File: src/rtl/if_fetch.sv
`default_nettype none
// ============================================================================
// Module   : if_fetch
// Brief    : Instruction-fetch stage with hold-until-ack imem handshake,
//            one-entry skid buffer, and redirect draining of stale responses.
// Revision : 1.0
// ============================================================================
module if_fetch #(
    parameter logic [31:0] RESET_PC = 32'h0000_0000,
    parameter logic [31:0] NOP_INST = 32'h0000_0013
) (
    input  logic        clk,
    input  logic        rst,
    output logic        imem_req,
    output logic [31:0] imem_addr,
    input  logic        imem_ack,
    input  logic [31:0] imem_rdata,
    input  logic        br_taken,
    input  logic [31:0] br_target,
    input  logic        id_stall,
    output logic        if_id_valid,
    output logic [31:0] if_id_pc,
    output logic [31:0] if_id_inst
);

    typedef enum logic [1:0] {
        S_IDLE  = 2'd0,
        S_REQ   = 2'd1,
        S_DRAIN = 2'd2
    } state_t;

    state_t      state_q, state_d;
    logic [31:0] pc_q, pc_d;
    logic [31:0] drain_addr_q, drain_addr_d;
    logic        pend_valid_q, pend_valid_d;
    logic [31:0] pend_pc_q, pend_pc_d;
    logic [31:0] pend_inst_q, pend_inst_d;
    logic        if_id_valid_q, if_id_valid_d;
    logic [31:0] if_id_pc_q, if_id_pc_d;
    logic [31:0] if_id_inst_q, if_id_inst_d;
    logic        fetch_done;
    logic        unused_br_lsb;

    assign unused_br_lsb = ^br_target[1:0];

    assign imem_req   = ((state_q == S_REQ) && !pend_valid_q) || (state_q == S_DRAIN);
    assign imem_addr  = (state_q == S_DRAIN) ? drain_addr_q : pc_q;
    assign fetch_done = (state_q == S_REQ) && imem_req && imem_ack;

    always_comb begin
        state_d       = state_q;
        pc_d          = pc_q;
        drain_addr_d  = drain_addr_q;
        pend_valid_d  = pend_valid_q;
        pend_pc_d     = pend_pc_q;
        pend_inst_d   = pend_inst_q;
        if_id_valid_d = if_id_valid_q;
        if_id_pc_d    = if_id_pc_q;
        if_id_inst_d  = if_id_inst_q;

        case (state_q)
            S_IDLE:  state_d = S_REQ;
            S_REQ:   if (fetch_done) pc_d = pc_q + 32'd4;
            S_DRAIN: if (imem_ack) state_d = S_REQ;
            default: state_d = S_IDLE;
        endcase

        if (!id_stall) begin
            if (pend_valid_q) begin
                if_id_valid_d = 1'b1;
                if_id_pc_d    = pend_pc_q;
                if_id_inst_d  = pend_inst_q;
                pend_valid_d  = 1'b0;
            end else if (fetch_done) begin
                if_id_valid_d = 1'b1;
                if_id_pc_d    = pc_q;
                if_id_inst_d  = imem_rdata;
            end else begin
                if_id_valid_d = 1'b0;
                if_id_inst_d  = NOP_INST;
            end
        end else if (fetch_done) begin
            pend_valid_d = 1'b1;
            pend_pc_d    = pc_q;
            pend_inst_d  = imem_rdata;
        end

        // A redirect with a request still waiting must first swallow its response.
        if (br_taken) begin
            pc_d          = {br_target[31:2], 2'b00};
            if_id_valid_d = 1'b0;
            if_id_inst_d  = NOP_INST;
            pend_valid_d  = 1'b0;
            if (state_q == S_DRAIN) begin
                state_d = S_DRAIN;
            end else if (imem_req && !imem_ack) begin
                state_d      = S_DRAIN;
                drain_addr_d = imem_addr;
            end else begin
                state_d = S_REQ;
            end
        end
    end

    always_ff @(posedge clk or posedge rst) begin
        if (rst) begin
            state_q       <= S_IDLE;
            pc_q          <= RESET_PC;
            drain_addr_q  <= '0;
            pend_valid_q  <= 1'b0;
            pend_pc_q     <= '0;
            pend_inst_q   <= '0;
            if_id_valid_q <= 1'b0;
            if_id_pc_q    <= '0;
            if_id_inst_q  <= NOP_INST;
        end else begin
            state_q       <= state_d;
            pc_q          <= pc_d;
            drain_addr_q  <= drain_addr_d;
            pend_valid_q  <= pend_valid_d;
            pend_pc_q     <= pend_pc_d;
            pend_inst_q   <= pend_inst_d;
            if_id_valid_q <= if_id_valid_d;
            if_id_pc_q    <= if_id_pc_d;
            if_id_inst_q  <= if_id_inst_d;
        end
    end

    assign if_id_valid = if_id_valid_q;
    assign if_id_pc    = if_id_pc_q;
    assign if_id_inst  = if_id_inst_q;

endmodule
`default_nettype wire

File: config.mk
export PLATFORM = sky130hd
export DESIGN_NAME = if_fetch
export DESIGN_NICKNAME = d
export VERILOG_FILES = /design/src/rtl/if_fetch.sv
export SDC_FILE = /design/constraint.sdc
export NUM_CORES = 1
export LEC_CHECK = 0
export CAP_MARGIN = 10
export CORE_MARGIN = 2
export CORE_UTILIZATION = 60
export CTS_BUF_LIST = sky130_fd_sc_hd__clkbuf_2
export CTS_CLUSTER_SIZE = 40
export DETAILED_ROUTE_END_ITERATION = 10
export DONT_BUFFER_PORTS = 1
export HOLD_SLACK_MARGIN = 0.02
export PLACE_DENSITY_LB_ADDON = 0.3
export RECOVER_POWER = 50
export SYNTH_ARGS = -nofsm -noshare
export SYNTH_HDL_FRONTEND = slang
export SYNTH_SLANG_ARGS = --single-unit
File: constraint.sdc
create_clock -name clk -period 18.48 [get_ports clk]
set_clock_uncertainty 0.15 [all_clocks]
set_input_delay 4.62 -clock clk [delete_from_list [all_inputs] [get_ports clk]]
set_output_delay 4.62 -clock clk [all_outputs]
set_load 0.02 [all_outputs]
==> metrics.md <==
| Metric | Value |
|---|---|
| Status | `complete, but fails checks` |
| Violated checks | `capacitance limit, slew limit` |
| DR DRC count | `0` |
| Final antenna diode count | `0` |
| Setup-failing EPs final | `0` |
| Unrepaired setup endpoints after global routing | `false` |
| Final Max Tran Viols | `325` |
| H-Tree Depth | `4` |
| Wire length on met2 | `8960 um` |
| Initial Util | `61.0%` |
| Max Used Layer | `met4` |
| Tmin final | `10.51 ns` |
| Post-DP HPWL | `11700 um` |
| Peak Freq | `95.1 MHz` |
| Setup_tns | `0 ns` |
| Worst Max-Slew Pin Slew | `4.75 ns` |
| Commonest register cell after synthesis | `dfrtp_1` |
| Min-Delay Path Class | `register to register` |
| Final WL | `18400 um` |
| Total power | `1.01 mW` |
| Distinct cells, synth | `44` |
| Top Family by Delay on Critical Path | `buffers and inverters` |
| Std cell rows | `44` |
| DRT Pass-1 Iters | `5` |
| Worst Hold Launch | `drain_addr_q[13]$_DFFE_PP0P_` |
| Die W | `125 um` |
| Maximum vdd drop | `0.0000581 V` |
| Clock share of power | `18.5%` |
| Maximum clock path buffer count | `2` |
| Tot GR Track Use | `24.2%` |
| Cell count after synthesis | `774` |
| Hold Path End | `drain_addr_q[13]$_DFFE_PP0P_` |
| CP startpoint kind | `input pin` |
| Most frequent cells in the layout | `dfrtp_1 (186), mux2_2 (116), nor2_1 (98)` |
| Share of flip-flops with an asynchronous set or reset | `100%` |
| CTS tree | `yes` |
| Worst path slowest cell | `clkbuf_1` |
| CP peak stage delay | `3.00 ns` |
| Worst EP required | `18.36 ns` |
| Register area share after synthesis | `54.1%` |
| Crit share post-route | `56.9%` |
| Remaining Overflow, GRT | `0` |
| Top-Level Pins | `167` |
| Core Region | `14400 um^2` |
| Clock slew at the register clock pins of the worst setup and hold paths | `0.25 ns` |
| Reg2reg start | `pend_valid_q$_DFFE_PP0P_` |
| Layout area overhead | `0.853%` |
| Antenna violations before repair | `0` |
| Sequential share of power | `62.5%` |
| Synth Warn # | `0` |
| Num CTS Buffers | `17` |
| Root buf cell | `clkbuf_2` |
| M1 WL | `7780 um` |
| Final worst slack | `7.97 ns` |
| Endpoints failing hold | `0` |
| Worst setup EP type | `async pin` |
| Met3 wire len | `1240 um` |
| Setup slack, reg-to-reg | `14.00 ns` |
| Vias | `5665` |
| Vias in the first global route | `5880` |
| Wirelength per Cell | `19.7 um` |
| First-pass GRT wire length | `30200 um` |
| Layout cells sized above 1 | `21.7%` |
| Power Density | `114 nW/um^2` |
| Remaining antenna violation count | `0` |
| # port buffers | `0` |
| Crit path arrival time | `10.39 ns` |
| CP bufs+invs | `2` |
| Internal power | `670 uW` |
| Drt via density | `6.08` |
| Die H | `125 um` |
| Syn_area_per_cell | `11.4 um^2` |
| Die area | `15600 um^2` |
| Clock Sinks | `190` |
| Post-cts sizing count | `0` |
| Iteration-0 DRC Markers | `285` |
| CP Class | `input pin to async pin` |
| Postcts setup bufs | `0` |
| FF-to-FF End | `pend_inst_q[31]$_DFFE_PP0P_` |
| Hold Path Cell Cnt | `2` |
| Largest net degree at the start of global routing | `113` |
| Max cap viols | `5` |
| Reg2reg path depth | `4` |
| Switching part of the total power | `33.5%` |
| Rel. slew slack | `-219%` |
| Commonest non-fill, non-tap cell in the layout | `dfrtp_1` |
| CTS Hold Bufs | `0` |
| Worst-path fanout max | `112` |
| P_sw | `338 uW` |
| Netlist Area Pre-Place | `8800 um^2` |
| Synthesized flop and latch total | `190` |
| Number of synthesized flops with an enable pin | `0` |
| GPL Wtd Cong | `0.821` |
| Final net count | `805` |
| Clk_lat worst skew | `0.77 ns` |
| Crit path cell chain | `clkinvlp_2 > clkbuf_1` |
| Fillers | `1182` |
| Logic gate share of total power | `19.0%` |
| Leakage | `3.71 nW` |
| Place WS | `11.06 ns` |
==> cells in the mapped netlist (all sizes together), types with 2 or more instances <==
library cell / n / area [um^2]
xor2: 11 / 96.3
buf: 26 / 136
inv: 6 / 22.5
nand3: 12 / 60.1
mux2i: 37 / 370
xnor2: 14 / 123
mux2: 116 / 1310
nand4: 7 / 80.1
and2: 7 / 45.1
dfstp: 3 / 78.8
nor2: 99 / 372
and3: 4 / 26.3
dfrtp: 187 / 4680
nor2b: 2 / 12.5
nor4: 6 / 67.6
and4: 5 / 46.3
nand2b: 3 / 18.8
a22oi: 31 / 233
nand2: 44 / 168
bufbuf: 3 / 97.6
nor3: 8 / 40.0
clkbuf: 33 / 134
a21oi: 65 / 325
o21ai: 36 / 180
==> metal layers <==
| layer | up-vias | track usage (%) |
|---|---|---|
| li1 | 2603 | - |
| met1 | 2862 | 30.8 |
| met2 | 167 | 39.5 |
| met3 | 33 | 8.04 |
| met4 | 0 | 7.58 |
| met5 | - | 0 |
==> power by group through the flow <==
| stage | logic (mW) | clock network, mW | registers (mW) |
|---|---|---|---|
| global route | 0.214 | 0.210 | 0.644 |
| floorplan | 0.185 | 0 | 0.607 |
| detailed placement | 0.195 | 0 | 0.638 |
| global placement | 0.185 | 0 | 0.628 |
| CTS | 0.196 | 0.191 | 0.629 |
| finish | 0.192 | 0.186 | 0.630 |
==> state kept, by name, indices dropped and copies added (netlist names) <==
signal and flops:
pend_pc_q 30, pend_inst_q 32, pend_valid_q 1, drain_addr_q 32, if_id_valid 1, if_id_pc 30
if_id_inst 32, state_q 2, pc_q 30
==> how the worst max path moves through the flow <==
stage	from	to	slack, ns	cells past startpoint
floorplan	rst	drain_addr_q[0]$_DFFE_PP0P_	8.54	1
global placement	imem_ack	pend_inst_q[26]$_DFFE_PP0P_	11.10	4
detailed placement	imem_ack	pend_inst_q[21]$_DFFE_PP0P_	11.06	4
CTS	state_q[1]$_DFFE_PP0P_	imem_addr[13]	10.91	3
global route	rst	pend_pc_q[12]$_DFFE_PP0P_	6.61	2
finish	rst	drain_addr_q[17]$_DFFE_PP0P_	7.97	2
==> cell families (layout without fill, tap and decap cells) <==
group	Yosys count	count (layout)	share of synthesized area, %
and+or+nand+nor	200	200	11.0
muxes	153	153	19.1
xor gates and xnor gates	25	25	2.49
DFF	190	190	54.1
buffers and inverters	68	41	4.44
other	1	2	0.0426
adders and majority gates	1	1	0.142
AOI/OAI and AO/OA	136	136	8.75
==> layout make-up <==
| type | instances | area, um^2 | share of cell area (%) |
|---|---|---|---|
| clock inverter | 12 | 96.3 | 1.09 |
| clock buffer | 20 | 100 | 1.13 |
| sequential | 190 | 4760 | 53.7 |
| inverter | 6 | 23.8 | 0.268 |
| tap | 184 | 230 | 2.59 |
| multi-input combinational | 517 | 3640 | 41.1 |
| timing repair buffer | 3 | 15.0 | 0.169 |
==> metrics by stage <==
stage	utilization [%]	hold WS, ns	std cells	cell area [um^2]
5_1_grt	61.5	0.407	932	8870
3_5_place_dp	60.4	0.322	900	8710
4_1_cts	61.8	0.369	932	8910
2_1_floorplan	-	0.294	775	8800
6_report	61.5	0.366	932	8870
3_3_place_gp	60.4	0.313	900	8710
No activity file was read; power rests on OpenSTA's default activity.
==> variant 1: new RTL, same settings <==
`NOP_INST`: 32'h0000_0013 -> 32'h00000010.
--- a/src/rtl/if_fetch.sv
+++ b/src/rtl/if_fetch.sv
@@ -8,5 +8,5 @@
 module if_fetch #(
     parameter logic [31:0] RESET_PC = 32'h0000_0000,
-    parameter logic [31:0] NOP_INST = 32'h0000_0013
+    parameter logic [31:0] NOP_INST = 32'h00000010
 ) (
     input  logic        clk,
Check against the original RTL: not equivalent (a bounded check fails within 4 cycles, from zero or initial values and one cycle with rst high).
==> variant 1 against the original RTL <==
The flow still finishes with violations (max-capacitance violations, max-slew violations); sequential cell count unchanged; setup slack lost 160 ps; wire length rose by 8.4%; total power grew 5.4%; synthesized area decreased by 0.47%; clock power grew 13%; critical path depth is the same; cell area is 1.3% higher.
==> variant 1: results (changes against the original RTL) <==
outcome:
  outcome: "finished with violations"  # unchanged
  violations: "max-capacitance violations, max-slew violations"  # unchanged
critical_path:
  critPathMaxStageDelay_ps: 2890  # was 3000 ps
  slowest_stage: "clkbuf_1"  # unchanged
  rr_endpoint: "pc_q[31]"  # was pend_inst_q[31]
  cp_max_fo: 114  # was 112
  reg2reg_slack_ps: 13930  # was 14000 ps
  r2r.worst_path.cells: 5  # was 4
  critPathLaunch: "rst"  # unchanged
  crit_end: "pend_valid_q"  # was drain_addr_q[17]
  timing.rr.start: "pend_valid_q"  # unchanged
route:
  wire_per_inst_um: 20.5  # was 19.7 µm
  drt.antenna.violating_nets: 0  # unchanged
  post_drt_via_cell_ratio: 6.39  # was 6.08
  vias: 6227  # was 5665
  drt_iter0_drc: 512  # was 285
global_routing:
  grt_pass1_wl_um: 32400  # was 30200 µm
  grt_max_degree: 115  # was 113
  grt_use_total_pct: 26.0  # was 24.2%
  grt_pass1_vias: 6278  # was 5880
pwr:
  intPower_mw: 0.694  # was 0.670 mW
  p_leak_nw: 3.80  # was 3.71 nW
  ir_drop_mv: 0.0549  # was 0.0581 mV
  p_clk_mw: 0.211  # was 0.186 mW
  p_clk_share_pct: 19.9  # was 18.5%
  seq_power_share_pct: 60.9  # was 62.5%
synthesis:
  synth_compound_area_share_pct: 9.27  # was 8.75%
  yosys.area_share.xor_xnor_pct: 0.800  # was 2.49%
  muxShareOfSynthArea_pct: 15.1  # was 19.1%
  syn_inst: 824  # was 774
  seq_area_frac_synth_pct: 54.3  # was 54.1%
  synth.area.top_cells: "dfrtp_1 54%, mux2_2 12%, nand2_1 6.6%"  # was dfrtp_1 53%, mux2_2 15%, nor2_1 4.2%
  synth_top_cells_by_count: "189 x dfrtp_1, 153 x nand2_1, 90 x mux2_2"  # was 187 x dfrtp_1, 116 x mux2_2, 99 x nor2_1
  synthAdderAreaFrac_pct: 0.143  # was 0.142%
  async_flop_share_pct: 100  # unchanged
placement:
  dp_cells: 942  # was 900
  finalWeightedCongestion: 0.835  # was 0.821
  pre_cts_ws_ps: 11050  # was 11060 ps
  dpl_cell_area_um2: 8760  # was 8710 µm²
  hpwl_um: 12700  # was 11700 µm
worst_hold_path:
  hold_path_class: "reg -> reg"  # unchanged
  whs_endpoint: "pend_pc_q[23]"  # was drain_addr_q[13]
  holdCritStartpoint: "pend_pc_q[23]"  # was drain_addr_q[13]
  holdPathStages: 2  # unchanged
timing:
  holdWs_ps: 368  # was 366 ps
  fin_crit_sh_pct: 57.8  # was 56.9%
  drv_slew: 329  # was 325
  relSlewSlack_pct: -228  # was -219%
final_layout:
  layout.nets: 847  # was 805
  drive_gt1_share_pct: 17.1  # was 21.7%
  filler_cell_count: 1150  # was 1182
clock_tree:
  clk_latency_ps: 750  # was 770 ps
flow_run:
  drv_cap: 5  # unchanged
## variant 1: cell count changes after synthesis, moves of 30 or more
cell / change
nand2_1: +110
a21oi_1: -64
a221oi_1: +31
nor2_1: -84
nor2b_1: +30
a22oi_1: -31
## variant 1: metal layers
metal	vias up	GRT usage, %	share of wire (%)
met5	-	0	0
met4	0	9.52	2.4
met3	41	10.2	8.1
met2	207	40.7	47
met1	3156	33.1	42
li1	2823	-	-
## variant 1: area by class of cell
type	count	area, µm²	area share, %
multi-input combinational	556	3690	41.1
clock buffer	17	85.1	0.947
inverter	6	23.8	0.264
timing repair buffer	6	37.5	0.418
sequential	190	4760	52.9
tap	184	230	2.56
clock inverter	15	160	1.78
## variant 1: worst min-delay path, delay by kind of cell, from the launching register on
kind / cells / cell delay [ps]
compound gates: 1 / 60
flops: 1 / 400
simple gates: 1 / 50
==> variant 2: new RTL, config.mk and constraints unchanged <==
Without the edit above. `drain_addr_q` no longer has a reset.
--- a/src/rtl/if_fetch.sv
+++ b/src/rtl/if_fetch.sv
@@ -107,5 +107,4 @@
             state_q       <= S_IDLE;
             pc_q          <= RESET_PC;
-            drain_addr_q  <= '0;
             pend_valid_q  <= 1'b0;
             pend_pc_q     <= '0;
@@ -117,5 +116,4 @@
             state_q       <= state_d;
             pc_q          <= pc_d;
-            drain_addr_q  <= drain_addr_d;
             pend_valid_q  <= pend_valid_d;
             pend_pc_q     <= pend_pc_d;
@@ -127,4 +125,8 @@
     end
 
+    always_ff @(posedge clk) begin
+        drain_addr_q <= drain_addr_d;
+    end
+
     assign if_id_valid = if_id_valid_q;
     assign if_id_pc    = if_id_pc_q;
Check against the original RTL: same outputs for any inputs over 4 cycles, from zero or initial values and one cycle with rst high; that may be too few to reach the edited logic, so the function may still have changed.
==> variant 2 against the original RTL <==
The flow still finishes with violations (max-capacitance violations, max-slew violations); combinational power decreased by 9.9%; sequential cell count unchanged; cell area decreased by 1.6%; wire length increased by 6.6%; largest cell class unchanged; core utilization increased by 1.4 points; total power decreased by 3.9%; synthesized area decreased by 3.1%; setup slack improved by 980 ps; highest routed layer unchanged.
==> variant 2: results (changes against the original RTL) <==
outcome:
  outcome: "finished with violations"  # unchanged
  violations: "max-capacitance violations, max-slew violations"  # unchanged
pwr:
  seq_power_share_pct: 63.1  # was 62.5%
  p_comb_share_pct: 17.8  # was 19.0%
  seq_cell_power_mw: 0.611  # was 0.630 mW
  ir_drop_mv: 0.0564  # was 0.0581 mV
placement:
  dp_cells: 906  # was 900
  pre_cts_ws_ps: 11350  # was 11060 ps
  finalWeightedCongestion: 0.777  # was 0.821
  dpl_cell_area_um2: 8590  # was 8710 µm²
synthesis:
  synthAdderAreaFrac_pct: 0.147  # was 0.142%
  synth_top_cells_by_count: "155 x dfrtp_1, 118 x nand2_1, 59 x mux2_2"  # was 187 x dfrtp_1, 116 x mux2_2, 99 x nor2_1
  synth-edff-count: 32  # was 0
  muxShareOfSynthArea_pct: 11.8  # was 19.1%
  synth_compound_area_share_pct: 9.35  # was 8.75%
  synth.area.top_cells: "dfrtp_1 46%, edfxtp_1 11%, mux2_2 7.8%"  # was dfrtp_1 53%, mux2_2 15%, nor2_1 4.2%
  synth_area_per_cell_um2: 10.9  # was 11.4 µm²
critical_path:
  reg2reg_slack_ps: 14330  # was 14000 ps
  r2r.worst_path.cells: 5  # was 4
  timing.rr.start: "state_q[1]"  # was pend_valid_q
  rr_endpoint: "if_id_pc[10]"  # was pend_inst_q[31]
  cp_max_fo: 93  # was 112
  arrival_ps: 9520  # was 10390 ps
  crit_end: "pend_inst_q[19]"  # was drain_addr_q[17]
  critPathMaxStageDelay_ps: 2540  # was 3000 ps
timing:
  drv_slew: 259  # was 325
  relSlewSlack_pct: -174  # was -219%
global_routing:
  grt_use_met1_pct: 32.7  # was 30.8%
  grt_use_total_pct: 26.3  # was 24.2%
  grt_pass1_wl_um: 30600  # was 30200 µm
  use_met3_pct: 9.96  # was 8.04%
  grt_max_degree: 94  # was 113
  use_met2_pct: 43.2  # was 39.5%
final_layout:
  filler_cell_count: 1130  # was 1182
  fin_util_pct: 62.9  # was 61.5%
  layout.nets: 817  # was 805
route:
  post_drt_via_cell_ratio: 6.36  # was 6.08
  routed_wirelength_um: 19600  # was 18400 µm
  wire_per_inst_um: 20.9  # was 19.7 µm
  drt_iter0_drc: 464  # was 285
flow_run:
  drv_cap: 5  # unchanged
clock_tree:
  clk_latency_ps: 750  # was 770 ps
variant 2: worst min path at each step:
stage | startpoint | slack (ps) | endpoint | depth (start not counted)
3_5_place_dp | pend_pc_q[18] | 330 | pend_pc_q[18] | 2
5_1_grt | pend_pc_q[15] | 400 | pend_pc_q[15] | 1
3_3_place_gp | pend_pc_q[5] | 310 | pend_pc_q[5] | 2
2_1_floorplan | pend_pc_q[18] | 300 | pend_pc_q[18] | 2
6_report | pend_pc_q[18] | 370 | pend_pc_q[18] | 2
4_1_cts | pend_pc_q[18] | 370 | pend_pc_q[18] | 2
variant 2: layout make-up:
cell class	instances	area, µm²	area share, %
multi-input cells	520	3310	37.9
repair buffers	10	50.0	0.573
inverters	8	31.3	0.358
well taps	180	225	2.58
clock buffers	19	95.1	1.09
flip-flops and latches	190	4920	56.4
clock inverters	13	97.6	1.12
variant 2: per-layer routing:
layer	vias up	routed length, µm
met3	22	1710
met1	3022	7970
met2	215	9700
met4	0	233
li1	2718	-
met5	-	0
